$ cat src/rtl/memory_writeback_cycle_if.sv
// Data-memory request/acknowledge bus between the memory stage and the
// data memory (or its arbiter).
//   dmem_req    request, held high until dmem_ack
//   dmem_we     1 = store, 0 = load
//   dmem_addr   word-aligned byte address
//   dmem_be     byte enables
//   dmem_wdata  lane-replicated store data
//   dmem_ack    request completes this cycle
//   dmem_rdata  load word, valid with dmem_ack
interface memory_writeback_cycle_if;
  logic        dmem_req;
  logic        dmem_we;
  logic [31:0] dmem_addr;
  logic [3:0]  dmem_be;
  logic [31:0] dmem_wdata;
  logic        dmem_ack;
  logic [31:0] dmem_rdata;

  modport master (
    output dmem_req, dmem_we, dmem_addr, dmem_be, dmem_wdata,
    input  dmem_ack, dmem_rdata
  );

  modport slave (
    input  dmem_req, dmem_we, dmem_addr, dmem_be, dmem_wdata,
    output dmem_ack, dmem_rdata
  );
endinterface

$ cat src/rtl/memory_writeback_cycle.sv
// Memory and writeback stages of the RV32I pipeline.
// Takes the M-stage bundle, issues data-memory accesses over the dmem bus,
// formats store lanes and load data, and produces the registered write-back
// triple (RegWriteW, RDW, ResultW) plus a one-cycle FaultW pulse.
//   clock, reset          rising-edge clock, asynchronous active-low reset
//   ValidM .. PCPlus4M    M-stage bundle from the execute pipeline register
//   StallM                freezes the M bundle and earlier stages
//   dmem                  data-memory bus (master side)
//   RegWriteW, RDW,       registered write-back triple for the register file
//   ResultW                 and the decode-stage forwarding muxes
//   FaultW                misaligned access or illegal width, one-cycle pulse
module memory_writeback_cycle (
  input  logic        clock,
  input  logic        reset,
  input  logic        ValidM,
  input  logic        RegWriteM,
  input  logic        MemWriteM,
  input  logic [1:0]  ResultSrcM,
  input  logic [2:0]  funct3M,
  input  logic [4:0]  RD_M,
  input  logic [31:0] ALUResultM,
  input  logic [31:0] WriteDataM,
  input  logic [31:0] PCPlus4M,
  output logic        StallM,
  memory_writeback_cycle_if.master dmem,
  output logic        RegWriteW,
  output logic [4:0]  RDW,
  output logic [31:0] ResultW,
  output logic        FaultW
);

  typedef enum logic {IDLE, ACCESS} state_t;

  state_t      state_q, state_d;
  logic        req_q, req_d;
  logic        we_q, we_d;
  logic [31:0] addr_q, addr_d;
  logic [3:0]  be_q, be_d;
  logic [31:0] wdata_q, wdata_d;
  logic [4:0]  rd_q, rd_d;
  logic [2:0]  funct3_q, funct3_d;
  logic        regwrite_q, regwrite_d;
  logic [1:0]  off_q, off_d;
  logic        regwrite_w_q, regwrite_w_d;
  logic [4:0]  rd_w_q, rd_w_d;
  logic [31:0] result_w_q, result_w_d;
  logic        fault_w_q, fault_w_d;

  logic        mem_op;
  logic        width_ok;
  logic        align_ok;
  logic        mem_fault;
  logic        mem_start;
  logic [3:0]  be_fmt;
  logic [31:0] wdata_fmt;
  logic [31:0] lane;
  logic [31:0] load_fmt;
  logic [31:0] alu_sel;

  // A load encoding with MemWriteM set is a store.
  assign mem_op = ValidM & ((ResultSrcM == 2'b01) | MemWriteM);

  // Width legality depends on direction: unsigned codes exist only for loads.
  always_comb begin
    width_ok = 1'b0;
    align_ok = 1'b0;
    case (funct3M)
      3'b000: begin width_ok = 1'b1;        align_ok = 1'b1;                     end
      3'b001: begin width_ok = 1'b1;        align_ok = ~ALUResultM[0];           end
      3'b010: begin width_ok = 1'b1;        align_ok = (ALUResultM[1:0] == 2'b00); end
      3'b100: begin width_ok = ~MemWriteM;  align_ok = 1'b1;                     end
      3'b101: begin width_ok = ~MemWriteM;  align_ok = ~ALUResultM[0];           end
      default: begin width_ok = 1'b0;       align_ok = 1'b0;                     end
    endcase
  end

  assign mem_fault = mem_op & ~(width_ok & align_ok);
  assign mem_start = mem_op & width_ok & align_ok;

  // Store lane formatting (loads reuse the enables to mark the lanes read).
  always_comb begin
    case (funct3M[1:0])
      2'b00: begin
        be_fmt    = 4'b0001 << ALUResultM[1:0];
        wdata_fmt = {4{WriteDataM[7:0]}};
      end
      2'b01: begin
        be_fmt    = 4'b0011 << {ALUResultM[1], 1'b0};
        wdata_fmt = {2{WriteDataM[15:0]}};
      end
      default: begin
        be_fmt    = 4'b1111;
        wdata_fmt = WriteDataM;
      end
    endcase
  end

  // Load formatting uses the captured offset and width, not the live bundle.
  assign lane = dmem.dmem_rdata >> {off_q, 3'b000};

  always_comb begin
    case (funct3_q)
      3'b000:  load_fmt = {{24{lane[7]}}, lane[7:0]};
      3'b100:  load_fmt = {24'd0, lane[7:0]};
      3'b001:  load_fmt = {{16{lane[15]}}, lane[15:0]};
      3'b101:  load_fmt = {16'd0, lane[15:0]};
      default: load_fmt = lane;
    endcase
  end

  always_comb begin
    case (ResultSrcM)
      2'b00:   alu_sel = ALUResultM;
      2'b10:   alu_sel = PCPlus4M;
      default: alu_sel = 32'd0;
    endcase
  end

  // The ack cycle releases the stall so the M bundle retires on that edge.
  assign StallM = (state_q == IDLE) ? mem_start : ~dmem.dmem_ack;

  always_comb begin
    state_d      = state_q;
    req_d        = req_q;
    we_d         = we_q;
    addr_d       = addr_q;
    be_d         = be_q;
    wdata_d      = wdata_q;
    rd_d         = rd_q;
    funct3_d     = funct3_q;
    regwrite_d   = regwrite_q;
    off_d        = off_q;
    // Default is a bubble: no write, no fault, RDW/ResultW hold.
    regwrite_w_d = 1'b0;
    rd_w_d       = rd_w_q;
    result_w_d   = result_w_q;
    fault_w_d    = 1'b0;

    case (state_q)
      IDLE: begin
        if (mem_start) begin
          state_d    = ACCESS;
          req_d      = 1'b1;
          we_d       = MemWriteM;
          addr_d     = {ALUResultM[31:2], 2'b00};
          be_d       = be_fmt;
          wdata_d    = wdata_fmt;
          rd_d       = RD_M;
          funct3_d   = funct3M;
          regwrite_d = RegWriteM;
          off_d      = ALUResultM[1:0];
        end else if (mem_fault) begin
          fault_w_d = 1'b1;
        end else if (ValidM) begin
          regwrite_w_d = RegWriteM & (|RD_M);
          rd_w_d       = RD_M;
          result_w_d   = alu_sel;
        end
      end
      ACCESS: begin
        if (dmem.dmem_ack) begin
          state_d = IDLE;
          req_d   = 1'b0;
          if (!we_q) begin
            regwrite_w_d = regwrite_q & (|rd_q);
            rd_w_d       = rd_q;
            result_w_d   = load_fmt;
          end
        end
      end
      default: state_d = IDLE;
    endcase
  end

  always_ff @(posedge clock or negedge reset) begin
    if (!reset) begin
      state_q      <= IDLE;
      req_q        <= 1'b0;
      we_q         <= 1'b0;
      addr_q       <= 32'd0;
      be_q         <= 4'd0;
      wdata_q      <= 32'd0;
      rd_q         <= 5'd0;
      funct3_q     <= 3'd0;
      regwrite_q   <= 1'b0;
      off_q        <= 2'd0;
      regwrite_w_q <= 1'b0;
      rd_w_q       <= 5'd0;
      result_w_q   <= 32'd0;
      fault_w_q    <= 1'b0;
    end else begin
      state_q      <= state_d;
      req_q        <= req_d;
      we_q         <= we_d;
      addr_q       <= addr_d;
      be_q         <= be_d;
      wdata_q      <= wdata_d;
      rd_q         <= rd_d;
      funct3_q     <= funct3_d;
      regwrite_q   <= regwrite_d;
      off_q        <= off_d;
      regwrite_w_q <= regwrite_w_d;
      rd_w_q       <= rd_w_d;
      result_w_q   <= result_w_d;
      fault_w_q    <= fault_w_d;
    end
  end

  assign dmem.dmem_req   = req_q;
  assign dmem.dmem_we    = we_q;
  assign dmem.dmem_addr  = addr_q;
  assign dmem.dmem_be    = be_q;
  assign dmem.dmem_wdata = wdata_q;
  assign RegWriteW       = regwrite_w_q;
  assign RDW             = rd_w_q;
  assign ResultW         = result_w_q;
  assign FaultW          = fault_w_q;

endmodule

$ cat src/flat_wrapper.sv
// flat-port wrapper written by rule: the top's interface ports become plain ports
module memory_writeback_cycle_flat 
  (clock, reset, ValidM, RegWriteM, MemWriteM, ResultSrcM, funct3M, RD_M, ALUResultM, WriteDataM, PCPlus4M, StallM, RegWriteW, RDW, ResultW, FaultW, dmem_dmem_req, dmem_dmem_we, dmem_dmem_addr, dmem_dmem_be, dmem_dmem_wdata, dmem_dmem_ack, dmem_dmem_rdata);
  memory_writeback_cycle_if dmem_i ();
  input  logic clock;
  input  logic reset;
  input  logic ValidM;
  input  logic RegWriteM;
  input  logic MemWriteM;
  input  logic [1:0] ResultSrcM;
  input  logic [2:0] funct3M;
  input  logic [4:0] RD_M;
  input  logic [31:0] ALUResultM;
  input  logic [31:0] WriteDataM;
  input  logic [31:0] PCPlus4M;
  output logic StallM;
  output logic RegWriteW;
  output logic [4:0] RDW;
  output logic [31:0] ResultW;
  output logic FaultW;
  output wire logic [$bits(dmem_i.dmem_req)-1:0] dmem_dmem_req;
  output wire logic [$bits(dmem_i.dmem_we)-1:0] dmem_dmem_we;
  output wire logic [$bits(dmem_i.dmem_addr)-1:0] dmem_dmem_addr;
  output wire logic [$bits(dmem_i.dmem_be)-1:0] dmem_dmem_be;
  output wire logic [$bits(dmem_i.dmem_wdata)-1:0] dmem_dmem_wdata;
  input wire logic [$bits(dmem_i.dmem_ack)-1:0] dmem_dmem_ack;
  input wire logic [$bits(dmem_i.dmem_rdata)-1:0] dmem_dmem_rdata;
  assign dmem_dmem_req = dmem_i.dmem_req;
  assign dmem_dmem_we = dmem_i.dmem_we;
  assign dmem_dmem_addr = dmem_i.dmem_addr;
  assign dmem_dmem_be = dmem_i.dmem_be;
  assign dmem_dmem_wdata = dmem_i.dmem_wdata;
  assign dmem_i.dmem_ack = dmem_dmem_ack;
  assign dmem_i.dmem_rdata = dmem_dmem_rdata;
  memory_writeback_cycle u_core (.clock(clock), .reset(reset), .ValidM(ValidM), .RegWriteM(RegWriteM), .MemWriteM(MemWriteM), .ResultSrcM(ResultSrcM), .funct3M(funct3M), .RD_M(RD_M), .ALUResultM(ALUResultM), .WriteDataM(WriteDataM), .PCPlus4M(PCPlus4M), .StallM(StallM), .dmem(dmem_i), .RegWriteW(RegWriteW), .RDW(RDW), .ResultW(ResultW), .FaultW(FaultW));
endmodule
$ cat config.mk
export PLATFORM = sky130hd
export DESIGN_NAME = memory_writeback_cycle_flat
export DESIGN_NICKNAME = d
export VERILOG_FILES = /design/src/rtl/memory_writeback_cycle_if.sv /design/src/rtl/memory_writeback_cycle.sv /design/src/flat_wrapper.sv
export SDC_FILE = /design/constraint.sdc
export NUM_CORES = 1
export LEC_CHECK = 0
export ABC_AREA = 1
export BUFFER_PORTS_ARGS = -buffer_cell sky130_fd_sc_hd__buf_2
export CAP_MARGIN = 20
export CORE_MARGIN = 3
export CORE_UTILIZATION = 55
export CTS_BUF_LIST = sky130_fd_sc_hd__clkbuf_2 sky130_fd_sc_hd__clkbuf_4 sky130_fd_sc_hd__clkbuf_8
export DETAILED_ROUTE_END_ITERATION = 10
export GPL_ROUTABILITY_DRIVEN = 1
export GPL_TIMING_DRIVEN = 0
export PLACE_DENSITY = 0.95
export SYNTH_ARGS = -nofsm -noshare
export SYNTH_HDL_FRONTEND = slang
export SYNTH_SLANG_ARGS = --single-unit
$ cat constraint.sdc
create_clock -name clock -period 2.6 [get_ports clock]
set_clock_uncertainty 0.2 [all_clocks]
set_input_delay 0.39 -clock clock [delete_from_list [all_inputs] [get_ports clock]]
set_output_delay 0.39 -clock clock [all_outputs]
set_load 0.02 [all_outputs]
* After elaboration in Yosys (flattened, before gate mapping)
Index checks and enable logic that the tools add are counted.
Storage, ports and cells: input port bits 144, logic and storage cells 94, bits in registers 119, output and inout bits 110
Cells by class: equal/unequal tests 16, shift-type cells 3, bitwise logic cells 13, mux-type cells 34, reduce and logical (&&, ||, !) cells 14
Operators with widths (number):
- one-hot mux 32 bit (2 select lines) | 3
- 2-to-1 mux 32 bit | 5
- one-hot mux 32 bit (4 select lines) | 1
- right shift 32 x 5 -> 32 bit | 1
- 2-to-1 mux 5 bit | 5
- 2-to-1 mux 1 bit | 13
- equality test 3 bit, second input constant | 4
- != test 2 bit, second input constant | 5
- one-hot mux 5 bit (2 select lines) | 1
- OR reduction 5 bit | 2
- one-hot mux 1 bit (2 select lines) | 4
- one-hot mux 4 bit (2 select lines) | 1
- bitwise AND 1 bit | 7
- equality test 3 x 1 -> 1 bit, second input constant | 2
- logical NOT 2 bit | 3
- logical NOT 3 bit | 2
- OR reduction 2 bit | 3
- NOT 1 bit | 5
- AND reduction 5 bit | 1
- equality test 2 x 1 -> 1 bit, second input constant | 2
- AND reduction 2 bit | 2
- << shifter 1 x 2 -> 4 bit, first input constant | 1
- << shifter 2 x 2 -> 4 bit, first input constant | 1
- equality test 3 x 2 -> 1 bit, second input constant | 1
- 5 further kinds | 5

* Logic depth before layout (Yosys ltp)
depth in word-level cells 9, depth in mapped cells 12, gate-level depth less buffers 10

* Worst setup path before layout
No wires, ideal clock.
path kind input port to flip-flop, start input port ResultSrcM[1], end register u_core.be_q[3], in the netlist u_core.dmem.dmem_be[3], required time 2.269 ns, stages 11, slack 0.812 ns, path buffers 3, library setup time 0.131 ns, arrival 1.457 ns, cells stage by stage buf_2 inv_2 nand2_1 nand2_1 nand2_4 inv_2 nand3_2 buf_4 buf_2 nand2_1 o211ai_1
On the way: word-level cells in the longest chain between the ends 6
RTL lines:
- from (decl) | line flat_wrapper.sv:10 | input logic [1:0] ResultSrcM;
- equality test 2 x 1 -> 1 bit | line memory_writeback_cycle.sv:61 | assign mem_op = ValidM & ((ResultSrcM == 2'b01) | MemWriteM);
- bitwise OR 1 bit | line memory_writeback_cycle.sv:61
- bitwise AND 1 bit | line memory_writeback_cycle.sv:61
- bitwise AND 1 bit (2 in series) | line memory_writeback_cycle.sv:78 | assign mem_start = mem_op & width_ok & align_ok;
- AND reduction 2 bit (no source line)
- to (signal assigned) | line memory_writeback_cycle.sv:181 | be_q <= 4'd0;
- to (signal assigned) | line memory_writeback_cycle.sv:196 | be_q <= be_d;
- to (decl) | line memory_writeback_cycle.sv:38 | logic [3:0] be_q, be_d;
No other way between the ends. A chain may end at the register's enable or synchronous reset.

* Final worst setup path
start register u_core.state_q, end output port StallM
On the way: word-level cells in the longest chain between the ends 1
RTL lines:
- from (decl) | line memory_writeback_cycle.sv:34 | state_t state_q, state_d;
- from (signal assigned) | line memory_writeback_cycle.sv:192 | state_q <= state_d;
- 2-to-1 mux 1 bit | line memory_writeback_cycle.sv:120 | assign StallM = (state_q == IDLE) ? mem_start : ~dmem.dmem_ack;
- to (decl) | line flat_wrapper.sv:16 | output logic StallM;
No other way between the ends.

==> summary.txt <==
Floorplanning
  – Num ports: between 200 and 300
  – Floorplan row count: 39
  – Die Wd: 115 µm
  – Initial cell density of the core: between 50% and 60%
  – Die Height: 115 µm
  – Die area: about 13000 µm²
  – CORE AREA: approximately 12000 µm²

STA
  – Max Freq: around 0.42 GHz
  – Setup slack after layout: 0.231 ns
  – Tmin final: 2.37 ns
  – Final period utilization: between 90% and 100%
  – Fin. max-slew vios: 0
  – Rel. slew slack: approximately 54%
  – RSZ-0062 raised after global routing: no
  – Endpoints failing hold: 0
  – Setup violators final: 0
  – Hold slack: between 0.01 and 0.015 ns
  – Worst slew pin tran: 0.683 ns

Clock tree
  – Clk slew on worst S/H paths: 0.07 ns
  – CTS tree: built
  – Clock Latency Late Sink: 0.45 ns
  – CTS Buf Count: 17
  – H-Tree Depth: 4
  – Post-CTS Setup Inserts: 0
  – Root cell of the clock tree: clkbuf_8
  – CTS Buffer Depth: 2
  – Clk sink count: about 120

Worst setup path
  – CP max FO: 10
  – Worst Setup EP: StallM
  – RR Endpoint: u_core.dmem.dmem_wdata[16]$_DFFE_PN0P_
  – Critical R2R Launch: u_core.state_q$_DFF_PN0_
  – Launch point of the worst path: u_core.state_q$_DFF_PN0_
  – Worst setup SP type: flip-flop
  – CP arrival: about 1.8 ns
  – Critical path class: reg2out
  – Reg2reg setup slack: between 0.5 and 0.6 ns
  – CP required: 2.01 ns
  – Setup crit end kind: primary output
  – Worst R2R Path Depth: 11

Finish
  – Filler cells: between 800 and 900
  – Most frequent cells in the layout: nand2_1 (304), buf_2 (270), dfrtp_1 (119), nand3_1 (84), inv_1 (61)
  – Storage cell area: 2980 µm²
  – Commonest non-fill, non-tap cell in the layout: nand2_1
  – Synth-to-Final Area Change: 32.9%
  – Share of layout cells above drive strength 1: a little under a third
  – Nets: between 1000 and 1500
  – Area of the multi-input gates: 2990 µm²

Power
  – P_leak: approximately 4.8 nW
  – Power per Cell Area: between 800 and 900 nW/µm²
  – VDD IR max: between 0.6 and 0.7 mV

Synth
  – Largest family of logic cells by synthesized area: simple AND/OR/NAND/NOR gates
  – Distinct cell type count after synthesis: 31
  – Avg Inst Size Synth: approximately 7.5 µm²
  – XOR/XNOR Fraction of Synth Area: 0%
  – Mapped Cells: 879
  – Warnings from Yosys: 0
  – Share of the yosys chip area belonging to registers: around 45%
  – Synth Register Bits: roughly 120
  – Mapped cell area: 6570 µm²
  – Cell taking the most area after synthesis: dfrtp_1
  – Synth Area in Compound Gates: approximately 14%
  – Area contributors post-synth: dfrtp_1 (45%), nand2_1 (17%), nand3_1 (6.4%)
  – Mux cell area share after synthesis: 0%
  – Synth Area in Adders: 0%
  – Share of the synthesized area in the top cell type: 45.4%
  – Simple-gate share of the synthesized area: 31.7%

Place
  – Placer Congestion: approximately 0.95
  – Port Buffers: 249
  – DP HPWL: 17.8 mm
  – Pre-CTS setup slack: about 0.5 ns

Global routing
  – All-Layer GR Usage: 37.0%
  – Vias in the first global route: about 7100
  – Global-route wire length before repair: 37.4 mm
  – Antenna violations before repair: 2
  – Largest net degree at the start of global routing: between 90 and 100
  – Grt total ovfl: 0

Drt
  – DRC: 0
  – DRT iter0 DRCs: roughly 940
  – Antenna-violating nets left: 0
  – Vias per cell: ~5.7
  – Final wirelength: 24.7 mm
  – DR WL met2: roughly 11 mm
  – M1 WL: approximately 9.4 mm
  – First-pass DRT Iterations: 9
  – Drt wl/cell: 18.6 µm
  – Vias: roughly 7600
  – Top Layer Used: met4
  – Met3 wire len: 2.73 mm

Outcome
  – Outcome: completed

Min path
  – Min-Delay Path Class: in2reg

Flow run
  – Max-cap violation count: 0
==> metrics by stage <==
stage          setup TNS (ns)  util, %  total power, mW  instance area, µm²  cells
5_1_grt                     0     75.5             8.03                8730   1328
6_report                    0     75.5             7.66                8730   1328
4_1_cts                     0     75.4             7.59                8720   1326
3_5_place_dp                0     69.4             5.53                8030   1273
3_3_place_gp           -62.44     69.1             5.45                7990   1272
2_1_floorplan               0        -             4.45                6570    880
==> Yosys cell counts, drive strengths merged <==
master / n
and2: 1
o21bai: 1
inv: 68
nor2: 45
a31oi: 10
a21oi: 39
clkbuf: 28
o22ai: 1
buf: 33
nand3: 100
clkinv: 1
o211ai: 31
nor3: 3
or2: 7
dfrtp: 119
nand4: 3
o21ai: 78
nand2: 310
conb: 1
==> logic make-up (layout without fill, tap and decap cells) <==
| group | count (synthesis) | after routing |
|---|---|---|
| simple gates | 469 | 469 |
| compound gates | 160 | 160 |
| flops | 119 | 119 |
| other cells | 1 | 4 |
| buf+inv | 130 | 433 |
==> worst min-delay path by stage <==
stage	cells after the start	from	endpoint	slack, ns
global route	3	ALUResultM[5]	u_core.dmem.dmem_addr[5]$_DFFE_PN0P_	0.02
CTS	3	ALUResultM[0]	u_core.off_q[0]$_DFFE_PN0P_	0.0005
finish	3	WriteDataM[30]	u_core.dmem.dmem_wdata[30]$_DFFE_PN0P_	0.01
detailed placement	1	reset	u_core.ResultW[12]$_DFFE_PN0P_	0.06
global placement	2	u_core.RDW[0]$_DFFE_PN0P_	u_core.RDW[0]$_DFFE_PN0P_	0.25
floorplan	0	reset	u_core.FaultW$_DFF_PN0_	-0.11
==> flip-flops by register name (all words and copies together), names as in the netlist, 2 cells and up <==
| signal | flops |
|---|---|
| u_core.rd_q | 5 |
| u_core.ResultW | 32 |
| u_core.dmem.dmem_addr | 30 |
| u_core.RDW | 5 |
| u_core.dmem.dmem_wdata | 32 |
| u_core.off_q | 2 |
| u_core.funct3_q | 3 |
| u_core.dmem.dmem_be | 4 |
==> final cells by class <==
| type | instances | area share [%] |
|---|---|---|
| multi-input cells | 631 | 34.3 |
| flip-flops and latches | 119 | 34.1 |
| repair buffers | 271 | 17.1 |
| plain buffers | 61 | 3.83 |
| clock buffers | 21 | 3.31 |
| inverters | 69 | 3.01 |
| clock inverters | 11 | 2.22 |
| well taps | 143 | 2.05 |
| diodes | 2 | 0.0574 |
==> per-layer routing <==
layer | vias to the layer above | track usage [%]
met5 | - | 0
met4 | 0 | 17.2
met3 | 113 | 7.95
met2 | 559 | 58.7
met1 | 3477 | 48.6
li1 | 3441 | -
==> critical path: stages, from the launching register on <==
cell      delay (ns)
dfrtp_1         0.36
buf_4           0.17
inv_4           0.10
nand2_1         0.08
inv_2           0.08
nand2_4         0.08
o21bai_4        0.24
buf_2           0.21
==> power breakdown <==
part / total [mW] / internal [mW] / switching (mW)
Sequential: 2.68 / 2.37 / 0.315
Clock: 2.04 / 1.24 / 0.797
Combinational: 2.94 / 0.972 / 1.96
Total: 7.66 / 4.58 / 3.08
==> repair_timing <==
action	4_1_cts	5_1_grt
endpoints found under the setup margin	0	0
resized for setup	0	0
hold endpoints to repair	139	0
hold buffers	21	0
Note: power is estimated with default switching activity, not from simulation.
